$ cat config.mk
export PLATFORM = sky130hd
export DESIGN_NAME = alu_toplevel
export DESIGN_NICKNAME = d
export VERILOG_FILES = /design/src/rtl/alu_toplevel.sv
export SDC_FILE = /design/constraint.sdc
export NUM_CORES = 1
export LEC_CHECK = 0
export ABC_AREA = 1
export CAP_MARGIN = 20
export CORE_ASPECT_RATIO = 1.5
export CORE_MARGIN = 2
export CORE_UTILIZATION = 50
export DETAILED_ROUTE_END_ITERATION = 7
export GPL_ROUTABILITY_DRIVEN = 0
export MAX_ROUTING_LAYER = met4
export PLACE_DENSITY = 0.76
export SYNTH_ARGS = -nofsm -noshare
export SYNTH_HDL_FRONTEND = slang
export SYNTH_SLANG_ARGS = --single-unit
$ cat constraint.sdc
create_clock -name clk -period 0.8 [get_ports clk]
set_input_delay 0.16 -clock clk [delete_from_list [all_inputs] [get_ports clk]]
set_output_delay 0.16 -clock clk [all_outputs]
set_load 0.05 [all_outputs]
$ cat src/rtl/alu_toplevel.sv
// alu_toplevel: 16-bit ALU with eight operations selected by FS.
// The result and its zero flag are captured together on the rising clock edge.
// An asynchronous active-high reset clears the result and sets the zero flag.
module alu_toplevel (
   input  logic        clk,
   input  logic        rst,
   input  logic [2:0]  FS,
   input  logic [15:0] A,
   input  logic [15:0] B,
   output logic [15:0] out,
   output logic        zero_flag
);

   typedef enum logic [2:0] {
      OP_ADD = 3'b000,
      OP_SUB = 3'b001,
      OP_AND = 3'b010,
      OP_OR  = 3'b011,
      OP_XOR = 3'b100,
      OP_NOT = 3'b101,
      OP_SHL = 3'b110,
      OP_SHR = 3'b111
   } alu_op_e;

   logic [15:0] w_result;
   logic        w_zero;
   logic [15:0] r_out;
   logic        r_zero;

   // Combinational operation select; carries and borrows are simply dropped
   always_comb begin
      w_result = 16'h0000;
      case (alu_op_e'(FS))
         OP_ADD:  w_result = A + B;
         OP_SUB:  w_result = A - B;
         OP_AND:  w_result = A & B;
         OP_OR:   w_result = A | B;
         OP_XOR:  w_result = A ^ B;
         OP_NOT:  w_result = ~A;
         OP_SHL:  w_result = {A[14:0], 1'b0};
         OP_SHR:  w_result = {1'b0, A[15:1]};
         default: w_result = 16'h0000;
      endcase
   end

   // The flag comes from the result being loaded, so it always agrees with out
   assign w_zero = (w_result == 16'h0000);

   // Result register; reset leaves a coherent zero result with its flag set
   always_ff @(posedge clk or posedge rst) begin
      if (rst) begin
         r_out  <= 16'h0000;
         r_zero <= 1'b1;
      end else begin
         r_out  <= w_result;
         r_zero <= w_zero;
      end
   end

   assign out       = r_out;
   assign zero_flag = r_zero;

endmodule

==> impl_metrics.py, run 1 <==
metrics = {
    "placement": {
        "dp_hpwl_um": 9120,
        "dp.cells": 762,
        "portBuffers": 53,
        "placed_cell_area_um2": 4930,
    },
    "logic_synthesis": {
        "ys_warn_count": 0,
        "synth-xor-area-share_pct": 4.50,
        "synth_fp_nets": 609,
        "synth_top_family_by_area": "simple AND/OR/NAND/NOR gates",
        "synth_cell_types": 33,
        "syn_area_um2": 3120,
        "synth_top_area_cell": "nand2_1",
        "yosysTopAreaCellShare_pct": 20.4,
        "avgSynthCellArea_um2": 5.96,
        "ys_seq_elements": 17,
        "synth-compound-area-share_pct": 10.3,
        "ys_seq_area_share_pct": 13.7,
        "syn_inst": 523,
        "synth_mux_area_share_pct": 0,
        "yosys.area_share.simple_pct": 37.5,
        "synthTopCellsByArea": "nand2_1, ha_1, dfrtp_1, inv_1, nor2_1",
        "synth-adder-area-share_pct": 19.9,
    },
    "die": {
        "io_pins": 54,
        "initial_utilization_pct": 51.2,
        "fp-row-count": 35,
        "die_w_um": 68.5,
        "die_h_um": 101,
    },
    "clock_network": {
        "cts_num_sinks": 17,
        "cts_buffers": 3,
        "cts-root-buf": "clkbuf_8",
        "cts.htree.levels": 1,
        "cts_buffer_depth": 2,
    },
    "run_status": {
        "lastStage": "global routing (5_1_grt)",
        "status": "aborted with a tool error",
        "error_line": "[ERROR GRT-0232] Routing congestion too high. Check the congestion heatmap in the GUI.",
    },
    "global_route": {
        "grt_max_degree": 18,
        "grt_util_all_layers_pct": 108,
        "grt.overflow.total": 998,
    },
    "timing": {
        "worstEpCategory": "sequential cell input",
        "postGrtWorstEndpoint": "zero_flag$_DFF_PP1_/D",
    },
}
## metal layers
metal / global-route usage, % / GRT overflow
met1: 84.7 / 1
met2: 157 / 788
met3: 60.1 / 8
met4: 124 / 201
met5: - / -
## cells by family after synthesis
logic type	Yosys count
flops	17
fa+ha+maj	49
xor+xnor	16
compound gates	57
simple gates	278
buf+inv	106
## what timing repair did
item | 4_1_cts
setup endpoints to repair | 34
buffers inserted | 24
hold buffers | 0
pin swaps | 76
gates resized for setup | 127
## per-stage QoR
| step | worst slack (ns) | utilization, % |
|---|---|---|
| floorplan | -1.50 | - |
| global placement | -2.22 | 81.1 |
| detailed placement | -2.38 | 81.1 |
| CTS | -1.87 | 89.4 |
## cells in the mapped netlist (all sizes together)
library cell and instances:
o21a 1, buf 6, xnor2 2, fa 1, nand2 169, nand4 12, clkbuf 2, o31ai 1
nand3 34, o41ai 1, nor2 54, or2 2, xor2 14, o2111ai 3, nand3b 1, ha 48
nor3 5, a211oi 2, dfrtp 16, a21oi 26, inv 98, and3b 1, o22ai 3, o21ai 19
dfstp 1, o211ai 1
==> inputs of run 2 (changes only) <==
--- a/config.mk
+++ b/config.mk
@@ -7,13 +7,11 @@
 export LEC_CHECK = 0
 export ABC_AREA = 1
 export CAP_MARGIN = 20
-export CORE_ASPECT_RATIO = 1.5
 export CORE_MARGIN = 2
-export CORE_UTILIZATION = 50
+export CORE_UTILIZATION = 35
 export DETAILED_ROUTE_END_ITERATION = 7
 export GPL_ROUTABILITY_DRIVEN = 0
-export MAX_ROUTING_LAYER = met4
-export PLACE_DENSITY = 0.76
+export PLACE_DENSITY_LB_ADDON = 0.15
 export SYNTH_ARGS = -nofsm -noshare
 export SYNTH_HDL_FRONTEND = slang
 export SYNTH_SLANG_ARGS = --single-unit
==> run 2 against run 1 <==
  * The flow now finishes, with violations (setup timing)
  * Area after synthesis did not move
  * Synthesized cell count did not move
==> impl_metrics.py, run 2 <==
metrics = {
    "layout": {
        "most-common-layout-cells": "buf_4, nand2_1, inv_1",
        "final_util_pct": 67.4,
        "final_common_cell": "buf_4",
        "num_antenna_cells": 0,
        "fin_nets": 813,
        "syn_to_final_growth_pct": 87.7,
        "largest_reg_flops": 16,
        "layout-drive-gt1-share_pct": 43.9,
        "instances_no_fill": 834,
        "nFillCells": 730,
    },
    "critical_path": {
        "crit_slowest_cell": "ha_1",
        "crit_chain": "buf_12 > inv_16 > ha_4 > inv_4 > nor2_4 > nand3_4 > nor3_4 > nand2_2 > buf_6 > buf_6 > o21ai_2 > xor2_1 > ha_1 > nand2_2 > inv_2 > nand2_2 > nand3_4 > nand2_2 > nand3_2 > nand2_1 > nand2_1 > a21oi_2 > nand3_1 > nor2_1",
        "cpPeakStageDelay_ns": 0.31,
        "critPathRequiredTime_ns": 0.98,
        "cp_max_fo": 4,
        "crit_start": "B[0]",
        "cpMostUsedCell": "nand2_2",
        "crit_path_end_kind": "register",
        "arrival_ns": 2.78,
        "path_class": "input port to register",
        "cp-start-kind": "input port",
    },
    "run": {
        "drv_cap": 0,
    },
    "logic_synthesis": {
        "yosysMostFrequentCell": "nand2_1",
        "ys_seq_area_share_pct": 13.7,
        "async_flop_share_pct": 100,
        "avgSynthCellArea_um2": 5.96,
        "syn_area_um2": 3120,
        "synth-xor-area-share_pct": 4.50,
        "yosys.area_share.simple_pct": 37.5,
        "synth_top_cells_by_count": "nand2_1, inv_1, nor2_1",
        "synth_fp_nets": 609,
        "synth_ff_type": "dfrtp_1",
        "synth_mux_area_share_pct": 0,
        "ys_seq_elements": 17,
        "synth_top_area_cell": "nand2_1",
        "synth_edf_count": 0,
        "synth-adder-area-share_pct": 19.9,
        "synthTopCellsByArea": "nand2_1, ha_1, dfrtp_1, inv_1, nor2_1",
        "synth_cell_types": 33,
        "syn_inst": 523,
        "yosysTopAreaCellShare_pct": 20.4,
        "synth-compound-area-share_pct": 10.3,
        "synth_top_family_by_area": "simple AND/OR/NAND/NOR gates",
        "ys_warn_count": 0,
    },
    "timing": {
        "finalWorstSetupSlack_ns": -1.80,
        "rsz0062_at_grt": "yes",
        "min_period_over_period_pct": 325,
        "maxSlewViolCount": 0,
        "fmax_mhz": 385,
        "relSlewSlack_pct": 73.3,
        "report.final.hold_viol_count": 0,
        "finalSetupViolations": 34,
        "layout_min_cycle_time_ns": 2.60,
        "tightest_slew_ns": 0.399,
    },
    "die": {
        "core_area_um2": 8680,
        "fp-row-count": 34,
        "die_area_um2": 9670,
        "die_h_um": 98.3,
        "io_pins": 54,
        "initial_utilization_pct": 35.9,
        "die_w_um": 98.3,
    },
    "pwr": {
        "vdd_drop_max_mv": 0.515,
        "power_mw": 6.34,
        "powerDensity_nw_per_um2": 1080,
        "leakage_nw": 3.14,
    },
    "route": {
        "route.detailed.drc": 0,
        "via_per_inst": 4.82,
        "wl_um": 11200,
        "post_drt_wl_per_cell_um": 13.4,
        "vias": 4023,
        "antenna_left": 0,
        "drt_iter0_drc": 151,
        "first_pass_iters": 5,
    },
    "global_route": {
        "grt_pass1_vias": 3793,
        "grt.overflow.total": 0,
        "grt_first_pass_wirelength_um": 17200,
        "grt_max_degree": 18,
        "grt_util_all_layers_pct": 21.6,
        "antenna_found_initial": 0,
    },
    "run_status": {
        "violations": "setup timing",
        "status": "complete, but fails checks",
    },
    "clock_network": {
        "cts_num_sinks": 17,
        "cts_tree": "done",
        "cts.htree.levels": 1,
        "clkTransAtPathRegs_ns": 0.06,
        "cts_buffers": 3,
        "cts_buffer_depth": 2,
        "cts-root-buf": "clkbuf_8",
        "holdBufCountCts": 0,
    },
    "placement": {
        "dp_hpwl_um": 8360,
        "portBuffers": 53,
        "dp.cells": 797,
    },
    "worst_hold_path": {
        "hold_class": "input port to async pin",
    },
}
==> run 2: cell counts after synthesis <==
No cell type changed its count.
==> run 2: area by class of cell <==
cell class	instances	area, µm²	area share (%)
Tap cell	108	135	2.31
Timing Repair Buffer	207	1980	33.9
Multi-Input combinational cell	400	2860	48.9
Clock buffer	4	45.0	0.770
Sequential cell	17	427	7.30
Inverter	98	399	6.82
==> run 2: worst max-delay path: cells and delay by family <==
family,cells,cell delay [ns]
simple gates,13,1.23
buf+inv,6,0.52
fa+ha+maj,2,0.44
compound gates,2,0.26
xor+xnor,1,0.17
==> run 2: final timing paths <==
path                       slack [ns]   endpoint
worst max-delay path            -1.80  zero_flag
worst min-delay path             0.23     out[5]
max in group asynchronous        0.37  zero_flag
min in group clk                 0.54    out[15]
==> run 2: cells by family after synthesis <==
family | Yosys count
buf+inv | 106
fa+ha+maj | 49
xor+xnor | 16
simple gates | 278
compound gates | 57
flops | 17
==> run 2: metrics by stage <==
step	cell area, µm²	hold WS, ns	worst slack (ns)	setup TNS, ns
2_1_floorplan	3310	0.0853	-1.50	-18.07
3_3_place_gp	4980	0.486	-2.28	-31.74
3_5_place_dp	4980	0.486	-2.39	-32.54
4_1_cts	5450	0.228	-1.86	-25.35
5_1_grt	5850	0.255	-1.98	-27.64
6_report	5850	0.226	-1.80	-25.33
==> run 2: what timing repair did <==
item                                    in CTS  in global routing
gates resized for setup                    103                 86
hold endpoints to repair                     0                  0
pin swaps                                   58                 50
setup buffers                               22                 15
cloned                                       0                  0
endpoints found under the setup margin      34                 34
==> run 2: report_power, final <==
| group | internal [mW] | switching (mW) | total, mW |
|---|---|---|---|
| Clock | 0.352 | 0.244 | 0.596 |
| Sequential | 0.989 | 0.0998 | 1.09 |
| Combinational | 2.25 | 2.40 | 4.65 |
==> run 2: metal layers <==
metal	routed length (µm)	part of all wire, %	up-vias	GRT usage (%)
met3	520	4.7	12	1.22
met1	5110	46	1834	30.1
li1	-	-	2053	-
met2	5400	48	124	37.1
met5	0	0	-	0
met4	127	1.1	0	4.74
(Power assumes the default switching activity.)
